--- src/rtl/sram_ctrl_pkg.sv ---
// Shared types and default geometry for the single-port SRAM controller.
package sram_ctrl_pkg;

    localparam int unsigned DEPTH_DEF  = 128;
    localparam int unsigned ADDR_W_DEF = 7;
    localparam int unsigned DATA_W_DEF = 4;

    // INIT clears the array (when enabled), RUN arbitrates the port.
    typedef enum logic {
        INIT = 1'b0,
        RUN  = 1'b1
    } state_t;

endpackage

--- src/rtl/sram_resp_hold.sv ---
// One-entry bypass/hold register for SRAM read data on a valid/ready channel.
// Fresh read data passes straight through; if the consumer stalls it is
// captured and replayed until the handshake completes.
module sram_resp_hold
    import sram_ctrl_pkg::*;
#(
    parameter int unsigned DATA_W = DATA_W_DEF
) (
    input  logic              clock,
    input  logic              reset,
    input  logic              cap_valid,
    input  logic [DATA_W-1:0] cap_data,
    input  logic              out_ready,
    output logic              out_valid,
    output logic [DATA_W-1:0] out_data
);

    logic              held;
    logic [DATA_W-1:0] hold_data;

    // Capture bypass data on a stalled cycle, release on handshake.
    always_ff @(posedge clock) begin
        if (reset) begin
            held      <= 1'b0;
            hold_data <= '0;
        end else if (cap_valid && !out_ready) begin
            held      <= 1'b1;
            hold_data <= cap_data;
        end else if (held && out_ready) begin
            held      <= 1'b0;
        end
    end

    // Held data takes priority over the macro's output.
    always_comb begin
        out_valid = cap_valid | held;
        out_data  = held ? hold_data : cap_data;
    end

endmodule

--- src/rtl/sram_port_arbiter.sv ---
// Front-end controller for a single-port masked-write SRAM macro: zero-fills
// the array after reset, then round-robins the port between a write and a
// read requester and returns read data on a stall-safe response channel.
module sram_port_arbiter
    import sram_ctrl_pkg::*;
#(
    parameter int unsigned DEPTH   = DEPTH_DEF,
    parameter int unsigned ADDR_W  = ADDR_W_DEF,
    parameter int unsigned DATA_W  = DATA_W_DEF,
    parameter int unsigned INIT_EN = 1
) (
    input  logic              clock,
    input  logic              reset,
    input  logic              w_valid,
    output logic              w_ready,
    input  logic [ADDR_W-1:0] w_addr,
    input  logic [DATA_W-1:0] w_data,
    input  logic [DATA_W-1:0] w_mask,
    input  logic              r_valid,
    output logic              r_ready,
    input  logic [ADDR_W-1:0] r_addr,
    output logic              resp_valid,
    input  logic              resp_ready,
    output logic [DATA_W-1:0] resp_data,
    output logic              init_done,
    output logic              sram_en,
    output logic              sram_wmode,
    output logic [ADDR_W-1:0] sram_addr,
    output logic [DATA_W-1:0] sram_wmask,
    output logic [DATA_W-1:0] sram_wdata,
    input  logic [DATA_W-1:0] sram_rdata
);

    // One extra bit so the terminal count never aliases to zero.
    localparam int unsigned CNT_W   = ADDR_W + 1;
    localparam logic        DO_INIT = (INIT_EN != 0);

    state_t            state;
    state_t            state_nxt;
    logic [CNT_W-1:0]  cnt;
    logic [CNT_W-1:0]  cnt_nxt;
    logic              rr;
    logic              rr_nxt;
    logic              rd_pend;
    logic              port_open;
    logic              w_elig;
    logic              r_elig;
    logic              gnt_w;
    logic              gnt_r;
    logic              hold_valid;
    logic [DATA_W-1:0] hold_data;

    // State, sweep counter, round-robin bit and read-in-flight flag.
    always_ff @(posedge clock) begin
        if (reset) begin
            state   <= INIT;
            cnt     <= '0;
            rr      <= 1'b0;
            rd_pend <= 1'b0;
        end else begin
            state   <= state_nxt;
            cnt     <= cnt_nxt;
            rr      <= rr_nxt;
            rd_pend <= gnt_r;
        end
    end

    // Next state, init sweep, arbitration and macro drive.
    always_comb begin
        state_nxt  = state;
        cnt_nxt    = cnt;
        rr_nxt     = rr;
        port_open  = 1'b0;
        w_elig     = 1'b0;
        r_elig     = 1'b0;
        gnt_w      = 1'b0;
        gnt_r      = 1'b0;
        init_done  = 1'b0;
        sram_en    = 1'b0;
        sram_wmode = 1'b0;
        sram_addr  = '0;
        sram_wmask = '0;
        sram_wdata = '0;

        if (!reset) begin
            case (state)
                INIT: begin
                    if (DO_INIT) begin
                        sram_en    = 1'b1;
                        sram_wmode = 1'b1;
                        sram_addr  = cnt[ADDR_W-1:0];
                        sram_wmask = '1;
                        sram_wdata = '0;
                        cnt_nxt    = cnt + CNT_W'(1);
                        if (cnt == CNT_W'(DEPTH - 1)) begin
                            state_nxt = RUN;
                        end
                    end else begin
                        // No fill: the port is usable straight out of reset.
                        port_open = 1'b1;
                        state_nxt = RUN;
                    end
                end
                RUN: begin
                    port_open = 1'b1;
                end
                default: begin
                    state_nxt = INIT;
                end
            endcase

            if (port_open) begin
                init_done = 1'b1;
                w_elig    = w_valid;
                // A read may only issue if its response slot frees up this cycle.
                r_elig    = r_valid && (!hold_valid || resp_ready);

                if (w_elig && r_elig) begin
                    gnt_w  = !rr;
                    gnt_r  = rr;
                    rr_nxt = !rr;
                end else begin
                    gnt_w = w_elig;
                    gnt_r = r_elig;
                end

                if (gnt_w) begin
                    sram_en    = 1'b1;
                    sram_wmode = 1'b1;
                    sram_addr  = w_addr;
                    sram_wmask = w_mask;
                    sram_wdata = w_data;
                end else if (gnt_r) begin
                    sram_en    = 1'b1;
                    sram_wmode = 1'b0;
                    sram_addr  = r_addr;
                end
            end
        end
    end

    sram_resp_hold #(
        .DATA_W (DATA_W)
    ) u_resp_hold (
        .clock     (clock),
        .reset     (reset),
        .cap_valid (rd_pend),
        .cap_data  (sram_rdata),
        .out_ready (resp_ready),
        .out_valid (hold_valid),
        .out_data  (hold_data)
    );

    // Handshake and response outputs, forced low while reset is asserted.
    always_comb begin
        w_ready    = gnt_w;
        r_ready    = gnt_r;
        resp_valid = 1'b0;
        resp_data  = '0;
        if (!reset) begin
            resp_valid = hold_valid;
            resp_data  = hold_data;
        end
    end

endmodule

--- config.mk ---
export PLATFORM = sky130hd
export DESIGN_NAME = sram_port_arbiter
export DESIGN_NICKNAME = d
export VERILOG_FILES = /design/src/rtl/sram_ctrl_pkg.sv /design/src/rtl/sram_resp_hold.sv /design/src/rtl/sram_port_arbiter.sv
export SDC_FILE = /design/constraint.sdc
export NUM_CORES = 1
export LEC_CHECK = 0
export BUFFER_PORTS_ARGS = -buffer_cell sky130_fd_sc_hd__buf_4
export CORE_MARGIN = 2
export CORE_UTILIZATION = 47
export CTS_BUF_LIST = sky130_fd_sc_hd__clkbuf_2 sky130_fd_sc_hd__clkbuf_4 sky130_fd_sc_hd__clkbuf_8
export DETAILED_ROUTE_END_ITERATION = 10
export GPL_TIMING_DRIVEN = 0
export PLACE_DENSITY = 0.81
export REMOVE_ABC_BUFFERS = 1
export SLEW_MARGIN = 20
export SYNTH_ARGS = -nofsm -noshare
export SYNTH_HDL_FRONTEND = slang
export SYNTH_SLANG_ARGS = --single-unit
--- constraint.sdc ---
create_clock -name clock -period 1.78 [get_ports clock]
set_input_delay 0.356 -clock clock [delete_from_list [all_inputs] [get_ports clock]]
set_output_delay 0.356 -clock clock [all_outputs]
set_load 0.01 [all_outputs]
==> flow_summary.toml <==
[worst_setup_path]
reg2reg_from = "state$_SDFF_PP0_"
critPathRequiredTime_ns = 1.42
timing.rr.end = "cnt[7]$_SDFFE_PP0N_"
end_kind = "output pin"
rrSetupSlack_ns = 0.16
worst-setup-path-type = "reg -> out"
start_kind = "flip-flop"
reg2regPathDepth = 5
worstPathArrival_ns = 1.62
critical_path_peak_fanout = 7

[power_and_ir_drop]
total_power_uw = 782
powerDensity_nw_per_um2 = 430
power_frac_clock = 0.313
p_leak_nw = 0.756
combPwrFrac = 0.216
seqPwrFrac = 0.471
p_int_uw = 576
switching_share = 0.263
ir_worst_vdd_mv = 0.510
switchingPower_uw = 206

[place]
pre_cts_slack_ns = -0.644
port_buffers = 55
post-dp-hpwl_um = 2330
routabilityCongestion = 0.757
dp_cells = 218

[synth]
synth_seq_cells = 16
syn_inst = 147
synth.area.top_cells = "dfxtp_1 28%, mux2i_1 7.9%, nor2_1 7.5%"
yosysSeqAreaShare = 0.279
yosysTopAreaCellShare = 0.279
ys_warn_count = 0
synth_area_leader_cell = "dfxtp_1"
syn_area_per_cell_um2 = 7.80
netlist_area_um2 = 1150
synth.distinct_cells = 39

[run]
cap_violations = 0

[final_layout]
area_growth_pct = 58.6
instances_no_fill = 233
final_core_util = 0.806
nets = 238
n_antenna_cell = 0
drive_above_1_share = 0.478
multi_input_area_um2 = 878
seqCellArea_um2 = 332
num-fill-cells = 154

[hold_path]
holdCritStartpoint = "sram_rdata[0]"
holdPathStages = 3
min_to = "u_resp_hold.hold_data[0]$_SDFFE_PP0P_"
hp-class = "in -> reg"

[global_routing]
grt_pass1_vias = 1195
global_route.usage.met3 = 0.0480
grt_use_met2 = 0.508
gr-usage-all-layers = 0.273
grt_max_degree = 27
grt_overflow = 0
grt.met1_usage = 0.319
antenna_found_initial = 0
grt.busiest_layer = "met2"
grt_pass1_wl_um = 5690

[detailed_routing]
drt_wl_total_um = 3890
drtAntennaViolNets = 0
drtPass1Iterations = 4
drc = 0
routedWlPerCell_um = 16.7
vias = 1372
viasPerCell = 5.89
drt_iter0_drc = 29

[clock_tree]
postCtsHoldBufs = 0
clockBufferDepth = 2
cts_tree = "yes"
h-tree-depth = 1
clock-sinks = 16
clk_latency_ns = 0.29
cts_made_buffers = 3
clk_pin_slew_ns = 0.09
cts_root_buffer = "clkbuf_4"

[sta]
hold_viol = 0
setup_viol = 13
worst_pin_slew_ns = 0.524
rsz0062_at_grt = "true"
min_period_over_period = 1.11
worst_slack_ns = -0.191
fin_skew_ns = 0.00508
period_needed_ns = 1.97
slew_violations = 0
timing.setup.tns_ns = -1.35
relSlewSlack = 0.650
clock.fmax_ghz = 0.507

[floorplanning]
rows = 17
io_pins = 56
core_um2 = 2250
die_h_um = 53.4
start_util = 0.508
dieArea_um2 = 2850
die_x_um = 53.4

[run_status]
status = "finished, violations left"
violations = "negative setup slack"
[what timing repair did]
| item | in CTS | in global routing |
|---|---|---|
| pin swaps | 7 | 13 |
| endpoints found under the hold margin | 0 | 0 |
| gates cloned | 0 | 0 |
| buffers inserted | 7 | 4 |
| setup endpoints to repair | 20 | 19 |
| resized for setup | 26 | 14 |
[Yosys cell counts]
library cell	count
nand3_1	1
or3_2	1
nand4_1	1
or4_1	1
dfxtp_1	16
nand4b_1	2
nand2b_1	3
mux2i_1	9
a21oi_1	14
mux2_2	1
nor2_1	23
buf_4	1
buf_2	5
o211ai_1	4
xor2_1	3
a21boi_2	1
nor4_1	12
and2_1	3
ha_1	1
nand4_2	1
or3_1	1
nand3b_1	7
o311ai_2	1
o21ba_2	1
nor4b_1	1
inv_1	4
o21bai_1	1
a311oi_1	1
a41o_1	1
o31ai_1	1
and4_1	2
xnor2_1	1
nor2b_1	5
and3_1	4
o21ai_0	3
nand2_1	2
clkbuf_1	6
o21a_1	1
or3b_2	1
[registers in the layout, indices dropped and copies added (netlist names)]
signal and flops:
u_resp_hold.held 1, rr 1, rd_pend 1, state 1, cnt 8, u_resp_hold.hold_data 4
[worst max-delay path by stage]
stage | end | cells after the start | slack, ns | from
floorplan | sram_addr[1] | 3 | -0.17 | state$_SDFF_PP0_
global placement | sram_addr[1] | 4 | -0.61 | state$_SDFF_PP0_
detailed placement | sram_addr[1] | 4 | -0.64 | state$_SDFF_PP0_
CTS | sram_addr[1] | 4 | -0.17 | state$_SDFF_PP0_
global route | sram_addr[0] | 5 | -0.22 | u_resp_hold.held$_SDFFE_PP0P_
finish | sram_addr[4] | 4 | -0.19 | rd_pend$_SDFF_PP0_
[power groups by stage]
stage	clock network (mW)	logic [mW]	registers [mW]
floorplan	0	0.0506	0.378
global placement	0	0.142	0.380
detailed placement	0	0.146	0.380
CTS	0.250	0.153	0.368
global route	0.264	0.181	0.370
finish	0.244	0.169	0.368
[critical path, cell delays in order, from the launching register on]
cell and delay [ns]:
dfxtp_4 0.38, o21bai_4 0.29, a21oi_1 0.13, nor4_2 0.34, buf_4 0.18
[metrics by stage]
step	hold slack, ns	cell area, µm²
after CTS	0.311	1730
after global routing	0.350	1820
after floorplan	0.425	1090
after detailed placement	0.487	1540
after global placement	0.468	1540
final	0.325	1820
[final cells by class]
cell class / instances / share of cell area
tap: 28 / 0.0193
timing repair buffer: 66 / 0.287
inverter: 4 / 0.00826
clock buffer: 4 / 0.0200
multi-input combinational: 115 / 0.483
sequential: 16 / 0.182
[per-layer routing]
metal	wire length, µm	vias to the layer above
met5	0	-
met4	8	0
met2	2080	47
met3	156	2
li1	-	656
met1	1650	667
[cells in the final DEF (no fill, tap or decap), types with 2 or more instances in the layout]
cell,netlist,final
xor2_1,3,3
o21ai_0,3,2
nand2b_1,3,3
inv_1,4,4
dfxtp_1,16,13
buf_4,1,60
nor2b_1,5,3
and3_4,0,3
nor2_1,23,22
dfxtp_4,0,3
nor4_2,0,8
and4_1,2,2
and2_4,0,2
nand3b_1,7,7
nor4_1,12,4
buf_6,0,5
a21oi_1,14,14
nor2b_2,0,2
o211ai_1,4,4
mux2i_1,9,9
clkbuf_4,0,3
nand4b_1,2,2
[cells by family after synthesis]
kind of cell / Yosys count / share of synthesized area
simple gates: 71 / 0.360
compound gates: 29 / 0.169
flops: 16 / 0.279
fa+ha+maj: 1 / 0.0109
mux: 10 / 0.0884
buf+inv: 16 / 0.0611
xor+xnor: 4 / 0.0306
Power figures use the tool's default switching activity.
